===== config.mk =====
export PLATFORM = sky130hd
export DESIGN_NAME = ddr2_write_arbiter
export DESIGN_NICKNAME = d
export VERILOG_FILES = /design/src/rtl/ddr2_write_arbiter.sv
export SDC_FILE = /design/constraint.sdc
export NUM_CORES = 1
export LEC_CHECK = 0
export CAP_MARGIN = 25
export CORE_AREA = 2 2 285 287
export CTS_BUF_LIST = sky130_fd_sc_hd__clkbuf_4 sky130_fd_sc_hd__clkbuf_8
export DETAILED_ROUTE_END_ITERATION = 10
export DIE_AREA = 0 0 287 289
export PLACE_DENSITY_LB_ADDON = 0.2
export SYNTH_ARGS = -nofsm -noshare
export SYNTH_HDL_FRONTEND = slang
export SYNTH_SLANG_ARGS = --single-unit

===== constraint.sdc =====
create_clock -name clk -period 3.4 [get_ports clk]
set_clock_uncertainty 0.2 [all_clocks]
set_input_delay 0.34 -clock clk [delete_from_list [all_inputs] [get_ports clk]]
set_output_delay 0.34 -clock clk [all_outputs]
set_load 0.02 [all_outputs]

===== src/rtl/ddr2_write_arbiter.sv =====
// ddr2_write_arbiter: round-robin share of the DDR2 address/data write FIFOs among three requesters (ports: clk, rst, req, rq_* requester side, grant, af_*/wdf_* FIFO side)
module ddr2_write_arbiter #(
  parameter int WDF_PER_AF = 2,
  parameter int MAX_HOLD = 64
) (
  input  logic         clk,
  input  logic         rst,
  input  logic [2:0]   req,
  input  logic [92:0]  rq_af_addr,
  input  logic [2:0]   rq_af_wr_en,
  input  logic [383:0] rq_wdf_din,
  input  logic [47:0]  rq_wdf_mask,
  input  logic [2:0]   rq_wdf_wr_en,
  output logic [2:0]   rq_af_full,
  output logic [2:0]   rq_wdf_full,
  output logic [2:0]   grant,
  input  logic         af_full,
  input  logic         wdf_full,
  output logic [30:0]  af_addr_din,
  output logic         af_wr_en,
  output logic [127:0] wdf_din,
  output logic [15:0]  wdf_mask_din,
  output logic         wdf_wr_en
);
  typedef enum logic [1:0] {IDLE, OWN, DRAIN} state_t;
  state_t state;
  logic [1:0] own, rr, pick, i1, i2;
  logic [7:0] hold, hold_nx;
  logic [3:0] bal, bal_nx;
  logic lead, af_ok, acc_af, acc_wdf, rel;
  always_comb begin
    i1 = rr == 2'd2 ? 2'd0 : rr + 2'd1;
    i2 = rr == 2'd0 ? 2'd2 : rr - 2'd1;
    pick = req[rr] ? rr : req[i1] ? i1 : i2;
    lead = bal == 4'(-WDF_PER_AF);
    af_ok = bal[3] | ({1'b0, bal} + 5'(WDF_PER_AF) <= 5'd7);
    acc_af = state == OWN && rq_af_wr_en[own] && !af_full && af_ok;
    acc_wdf = state != IDLE && rq_wdf_wr_en[own] && !wdf_full && !lead;
    bal_nx = bal + (acc_af ? 4'(WDF_PER_AF) : 4'd0) - {3'd0, acc_wdf};
    hold_nx = (acc_af && hold != 8'hff) ? hold + 8'd1 : hold;
    rel = state == OWN && (!req[own] || (hold_nx >= 8'(MAX_HOLD) && |(req & ~grant)));
  end
  assign af_wr_en = acc_af;
  assign wdf_wr_en = acc_wdf;
  assign rq_af_full = ~grant | {3{af_full || state != OWN || !af_ok}};
  assign rq_wdf_full = ~grant | {3{wdf_full || lead}};
  assign af_addr_din = rq_af_addr[31*own +: 31];
  assign wdf_din = rq_wdf_din[128*own +: 128];
  assign wdf_mask_din = rq_wdf_mask[16*own +: 16];
  always_ff @(posedge clk) begin
    if (rst) begin
      state <= IDLE;
      grant <= 3'b000;
      own <= 2'd0;
      rr <= 2'd0;
      hold <= 8'd0;
      bal <= 4'd0;
    end else if (state == IDLE) begin
      if (|req) begin
        state <= OWN;
        own <= pick;
        grant <= 3'b001 << pick;
        hold <= 8'd0;
        bal <= 4'd0;
      end
    end else begin
      hold <= hold_nx;
      bal <= bal_nx;
      if (rel || state == DRAIN) begin
        if (bal_nx == 4'd0) begin
          state <= IDLE;
          grant <= 3'b000;
          rr <= own == 2'd2 ? 2'd0 : own + 2'd1;
        end else state <= DRAIN;
      end
    end
  end
endmodule


== Word level (Yosys, flattened, before mapping) ==
Cells that the tools add are included.

* Flip-flop bits (word level): 21
* Logic and storage cells: 97

* Shifts and indexed selects: 4
* Order comparisons: 5
* Muxes and demuxes: 29
* Bitwise gates (word level): 6
* Reduce and logical (&&, ||, !) cells: 31
* $mul: 1
* Eq/ne operators: 8
* Add/subtract/negate cells: 7

{| class="wikitable"
|+ Operators by type and width
! cell !! count
|-
| $shiftx 384x10->128 || 1
|-
| $shiftx 93x8->31 || 1
|-
| $shiftx 48x7->16 || 1
|-
| $mux 8 || 3
|-
| $mux 2 || 10
|-
| $mux 3 || 4
|-
| $bmux 1 s2 || 5
|-
| $logic_and 1x1->1 || 9
|-
| $lt 2x3->1 const B || 3
|-
| $add 8x1->8 const B || 1
|-
| $ge 8x7->1 const B || 1
|-
| $mux 4 || 2
|-
| $ne 8x8->1 const B || 1
|-
| $mul 5x2->7 const A || 1
|-
| $eq 2x2->1 const B || 3
|-
| $or 3x3->3 || 2
|-
| $reduce_and 3->1 || 2
|-
| $reduce_bool 2->1 || 3
|-
| $reduce_or 3->1 || 2
|-
| $add 4x2->5 const B || 1
|-
| $le 5x3->1 const B || 1
|-
| $logic_not 1->1 || 5
|-
| $logic_or 1x1->1 || 5
|-
| $mux 1 || 5
|-
| 15 further kinds || 19
|}

== Longest topological paths before layout ==
* Word-level depth: 14
* Depth in mapped cells: 19

== Worst setup path before layout ==
Ideal clock, no wire load.

* Kind: register to register
* Start point: register bal[1]
* End point: register grant[0]
* Arrival time: 3.501 ns
* Buffers on the path: 2
* Data required time: 3.128 ns
* Path slack: -0.373 ns
* Library setup time: 0.072 ns
* Cell stages (with the launch flop): 20
* Clock period less this slack: 3.773 ns
* Path through: dfxtp_1 -> inv_1 -> ha_1 -> o211ai_1 -> a21o_1 -> and3_1 -> buf_6 -> inv_1 -> ha_1 -> inv_1 -> ha_1 -> inv_1 -> fa_1 -> xor2_1 -> or3_1 -> clkbuf_1 -> nor3b_1 -> o211ai_1 -> nand2_1 -> mux2i_1

* Cells in the longest elaborated chain, start to end: 13
* Elaborated cells between the ends (all ways): 21
* Classes of those cells: add/sub (3); order compare (2); eq/ne (1); mux (2); bitwise (1); reduce/logical (12)

{| class="wikitable"
|+ RTL lines
! what !! RTL line !! RTL
|-
| from (decl) || 29 || <nowiki>logic [3:0] bal, bal_nx;</nowiki>
|-
| from (signal assigned) || 68 || <nowiki>bal <= bal_nx;</nowiki>
|-
| $add 4x2->5 * || 36 || <nowiki>af_ok = bal[3] | ({1'b0, bal} + 5'(WDF_PER_AF) <= 5'd7);</nowiki>
|-
| $le 5x3->1 * || 36 ||
|-
| $or 1x1->1 * || 36 ||
|-
| $logic_and 1x1->1 * || 37 || <nowiki>acc_af = state == OWN && rq_af_wr_en[own] && !af_full && af_ok;</nowiki>
|-
| via af_wr_en || 20 || <nowiki>output logic af_wr_en,</nowiki>
|-
| branches (longest 8 deep; another with $add 4x2->4) || - ||
|-
| $reduce_and 3->1 (no line) * || - ||
|-
| to (signal assigned) || 62 || <nowiki>grant <= 3'b001 << pick;</nowiki>
|-
| to (decl) || 16 || <nowiki>output logic [2:0] grant,</nowiki>
|}

Mark *: on every way through the listed nets, which the timed path passes.
A chain may end at the register's enable or synchronous reset.

== Worst setup path after layout ==
* Start point: register bal[2]
* End point: register grant[2]

* Cells in the longest elaborated chain, start to end: 13
* Elaborated cells between the ends (all ways): 21
* Classes of those cells: add/sub (3); order compare (2); eq/ne (1); mux (2); bitwise (1); reduce/logical (12)

{| class="wikitable"
|+ RTL lines
! what
|-
| branches (longest 12 deep; another with $add 4x2->5)
|-
| $reduce_and 3->1 (no line) *
|}

Every way passes the cells marked *.

==> flow_summary.yaml <==
run_status:
  status: "finished, violations left"
  violations: "setup timing"
setup_path:
  cpMaxStageDelayCell: "sky130_fd_sc_hd__fa_2"
  r2r_setup_slack_ns: -0.02
  worst-endpoint-required_ns: 3.40
  reg2reg_from: "bal[2]"
  crit-reg2reg-capture: "grant[2]"
  wp_data_arrival_ns: 3.41
  end_kind: "flip-flop"
  worst_path_dominant_cell_family: "adder cells"
  worstPathCellList: "ha_4 > o211ai_1 > a21o_1 > and3_4 > inv_2 > ha_4 > inv_2 > ha_4 > inv_2 > fa_2 > nand2_2 > or3_4 > nor3b_2 > o211ai_1 > nand2_1 > mux2i_1"
  critical_path_buf_inv_count: 3
  critical_path_peak_fanout: 5
  critical-path-max-stage-delay_ns: 0.54
  setup.worst_path.class: "flip-flop to flip-flop"
  worst_setup_path_start_kind: "flip-flop"
  worstRegToRegCells: 16
cts:
  cts_made_buffers: 3
  ctsHtreeMaxLevel: 1
  cts_tree: "built"
  root_buffer: "sky130_fd_sc_hd__clkbuf_8"
  maximum_buffer_depth_of_the_clock_tree: 2
  clkTransAtPathRegs_ns: 0.09
  cts_hold_buf: 0
  clkSinkCount: 21
  clock_latency_of_the_later_clocked_register_in_the_worst_skew_pair_ns: 0.26
die:
  floorplan.io_pins: 724
  fp.dieArea_mm2: 0.0829
  placementRows: 104
  die_y_um: 289
  initial_utilization: 0.0633
  coreArea_mm2: 0.0799
  die_w_um: 287
sta:
  setup_violations: 2
  slew-limit-headroom: 0.392
  report.final.slew_viol_count: 0
  finalCriticalPeriod_ns: 3.42
  report.final.hold_viol_count: 0
  final_critical_path_setup_slack_ns: -0.0155
  tightestPinTransition_ns: 0.912
  final.setup.tns_ns: -0.0306
  unrepaired_setup_endpoints_after_global_routing: "yes"
  clock.fmax_mhz: 293
  fin_crit_sh: 1.00
final_layout:
  drive_above_1_share: 0.0757
  relative_area_change_from_synthesis_to_final_layout_pct: 178
  layout.cells.non_filler: 2553
  num_antenna_cells: 0
  register_area_um2: 433
  postLayoutCellArea_mm2: 0.0140
  layout_commonest_cell: "sky130_fd_sc_hd__clkdlybuf4s50_1"
  mostFrequentLayoutCells: "sky130_fd_sc_hd__clkdlybuf4s50_1 (687), sky130_fd_sc_hd__nand2_1 (198), sky130_fd_sc_hd__mux2i_1 (180)"
  nNetsFinal: 2043
  multi_input_area_mm2: 0.00438
  fill_cells: 9033
detailed_routing:
  final_antenna_net_count: 0
  drt_iter0_drc: 302
  detailedRoute.firstPassIterationCount: 5
  viasPerCell: 3.29
  via_count: 8402
  drc_errors: 0
  drt-wirelength-per-cell_um: 17.8
  routed_wirelength_mm: 45.3
yosys:
  ys_types: 52
  synthesis.instances: 782
  share_of_the_synthesized_area_in_the_top_cell_type: 0.358
  synth_top_cells_by_area: "sky130_fd_sc_hd__mux2i_1 (36%), sky130_fd_sc_hd__o21ai_0 (18%), sky130_fd_sc_hd__nand2_1 (15%)"
  synthesis.yosys.warnings: 0
  dominantRegCellSynth: "sky130_fd_sc_hd__dfxtp_1"
  synth_register_bits: 21
  synth_enable_flop_cells: 0
  postSynthAreaPerCell_um2: 6.46
  synth_area_mm2: 0.00505
  post-synth-top-area-cell: "sky130_fd_sc_hd__mux2i_1"
  synthArstFlopShare: 0
  seq_area_frac_synth: 0.0832
  mappedNetlistNets: 1331
placement:
  port_buffers: 723
  routabilityCongestion: 0.811
  postPlaceCellArea_mm2: 0.0139
  placed_cells_incl_taps: 2544
  detailedPlacementHpwl_mm: 38.9
pwr:
  final_power_mw: 7.53
  pwr_cell_area_mw_per_mm2: 536
  leakage_nw: 4.76
  irDropWorstVdd_v: 0.000315
global_routing:
  grt_start_max_net_pins: 89
  overflow: 0
  first_pass_grt_wire_length_mm: 60.6
  groute.usage.overall: 0.0981
  antenna_found_initial: 1
  grt_pass1_vias: 8721
job:
  max_cap_violations: 0
hold_path:
  worst_min_path_start: "hold[5]"
  min_path_cells: 2
  min_delay_worst_endpoint: "hold[5]"
  hold_path.class: "flip-flop to flip-flop"
cell families (layout without fill, tap and decap cells):
| logic type | after synthesis | count (layout) | share of synthesized area |
|---|---|---|---|
| buffers and inverters | 78 | 789 | 0.0649 |
| muxes | 183 | 183 | 0.363 |
| DFF | 21 | 21 | 0.0832 |
| adders and majority gates | 11 | 11 | 0.0287 |
| AOI/OAI and AO/OA | 220 | 220 | 0.235 |
| xor gates and xnor gates | 2 | 2 | 0.00347 |
| and+or+nand+nor | 267 | 267 | 0.222 |
routing by layer:
metal,wire (um),track usage
met5,13,0
met1,18600,0.119
met2,23100,0.182
met3,3360,0.0228
met4,227,0.00599
report_power, final:
| part | internal (mW) | switching (mW) |
|---|---|---|
| Clock | 0.0815 | 0.0832 |
| Combinational | 3.26 | 3.71 |
| Sequential | 0.306 | 0.0835 |
| Total | 3.65 | 3.88 |
worst max path at each step:
| stage | endpoint | cells after the start | from |
|---|---|---|---|
| 6_report | grant[2] | 16 | bal[2] |
| 3_3_place_gp | grant[2] | 16 | rq_af_wr_en[1] |
| 2_1_floorplan | grant[0] | 19 | bal[1] |
| 5_1_grt | grant[2] | 17 | bal[1] |
| 3_5_place_dp | grant[2] | 16 | rq_af_wr_en[1] |
| 4_1_cts | grant[2] | 16 | bal[2] |
synthesized netlist by cell type, types with 5 or more instances:
library cell                 n
sky130_fd_sc_hd__nand3_1     8
sky130_fd_sc_hd__ha_1       10
sky130_fd_sc_hd__clkbuf_1   38
sky130_fd_sc_hd__a21oi_1    10
sky130_fd_sc_hd__o211ai_1    5
sky130_fd_sc_hd__inv_1      12
sky130_fd_sc_hd__dfxtp_1    21
sky130_fd_sc_hd__nor3_1      6
sky130_fd_sc_hd__and2_1      5
sky130_fd_sc_hd__buf_1       7
sky130_fd_sc_hd__buf_2      19
sky130_fd_sc_hd__o21ai_0   179
sky130_fd_sc_hd__nand2_1   199
sky130_fd_sc_hd__nor2_1     21
sky130_fd_sc_hd__mux2i_1   181
sky130_fd_sc_hd__nand2b_1    6
per-stage QoR:
| stage | util | hold slack (ns) | setup WS (ns) |
|---|---|---|---|
| floorplan | - | 0.256 | -0.216 |
| global placement | 0.174 | 0.279 | -0.394 |
| detailed placement | 0.174 | 0.282 | -0.461 |
| CTS | 0.175 | 0.296 | -0.0127 |
| global route | 0.176 | 0.336 | -0.183 |
| finish | 0.176 | 0.287 | -0.0155 |
worst reg2reg max path, delay by kind of cell, from the launching register on:
kind / cells / cell delay [ns]
buffers and inverters: 3 / 0.14
and+or+nand+nor: 5 / 0.91
muxes: 1 / 0.19
DFF: 1 / 0.37
AOI/OAI and AO/OA: 3 / 0.49
adders and majority gates: 4 / 1.08
final cells by class:
cell class | instances | share of cell area
timing repair buffer | 773 | 0.556
multi-input combinational | 683 | 0.312
tap | 1060 | 0.0945
sequential | 21 | 0.0309
inverter | 12 | 0.00321
clock buffer | 3 | 0.00294
clock inverter | 1 | 0.000357
sequential cells by signal, summed over array words and instances, names as in the netlist:
register,flops
bal,4
grant,3
hold,8
own,2
rr,2
state,2
what timing repair did:
| item | in CTS | in global routing |
|---|---|---|
| gates resized for setup | 9 | 6 |
| setup buffers | 4 | 1 |
| pin swaps | 7 | 1 |
| endpoints found under the setup margin | 75 | 11 |
(Power assumes the default switching activity.)
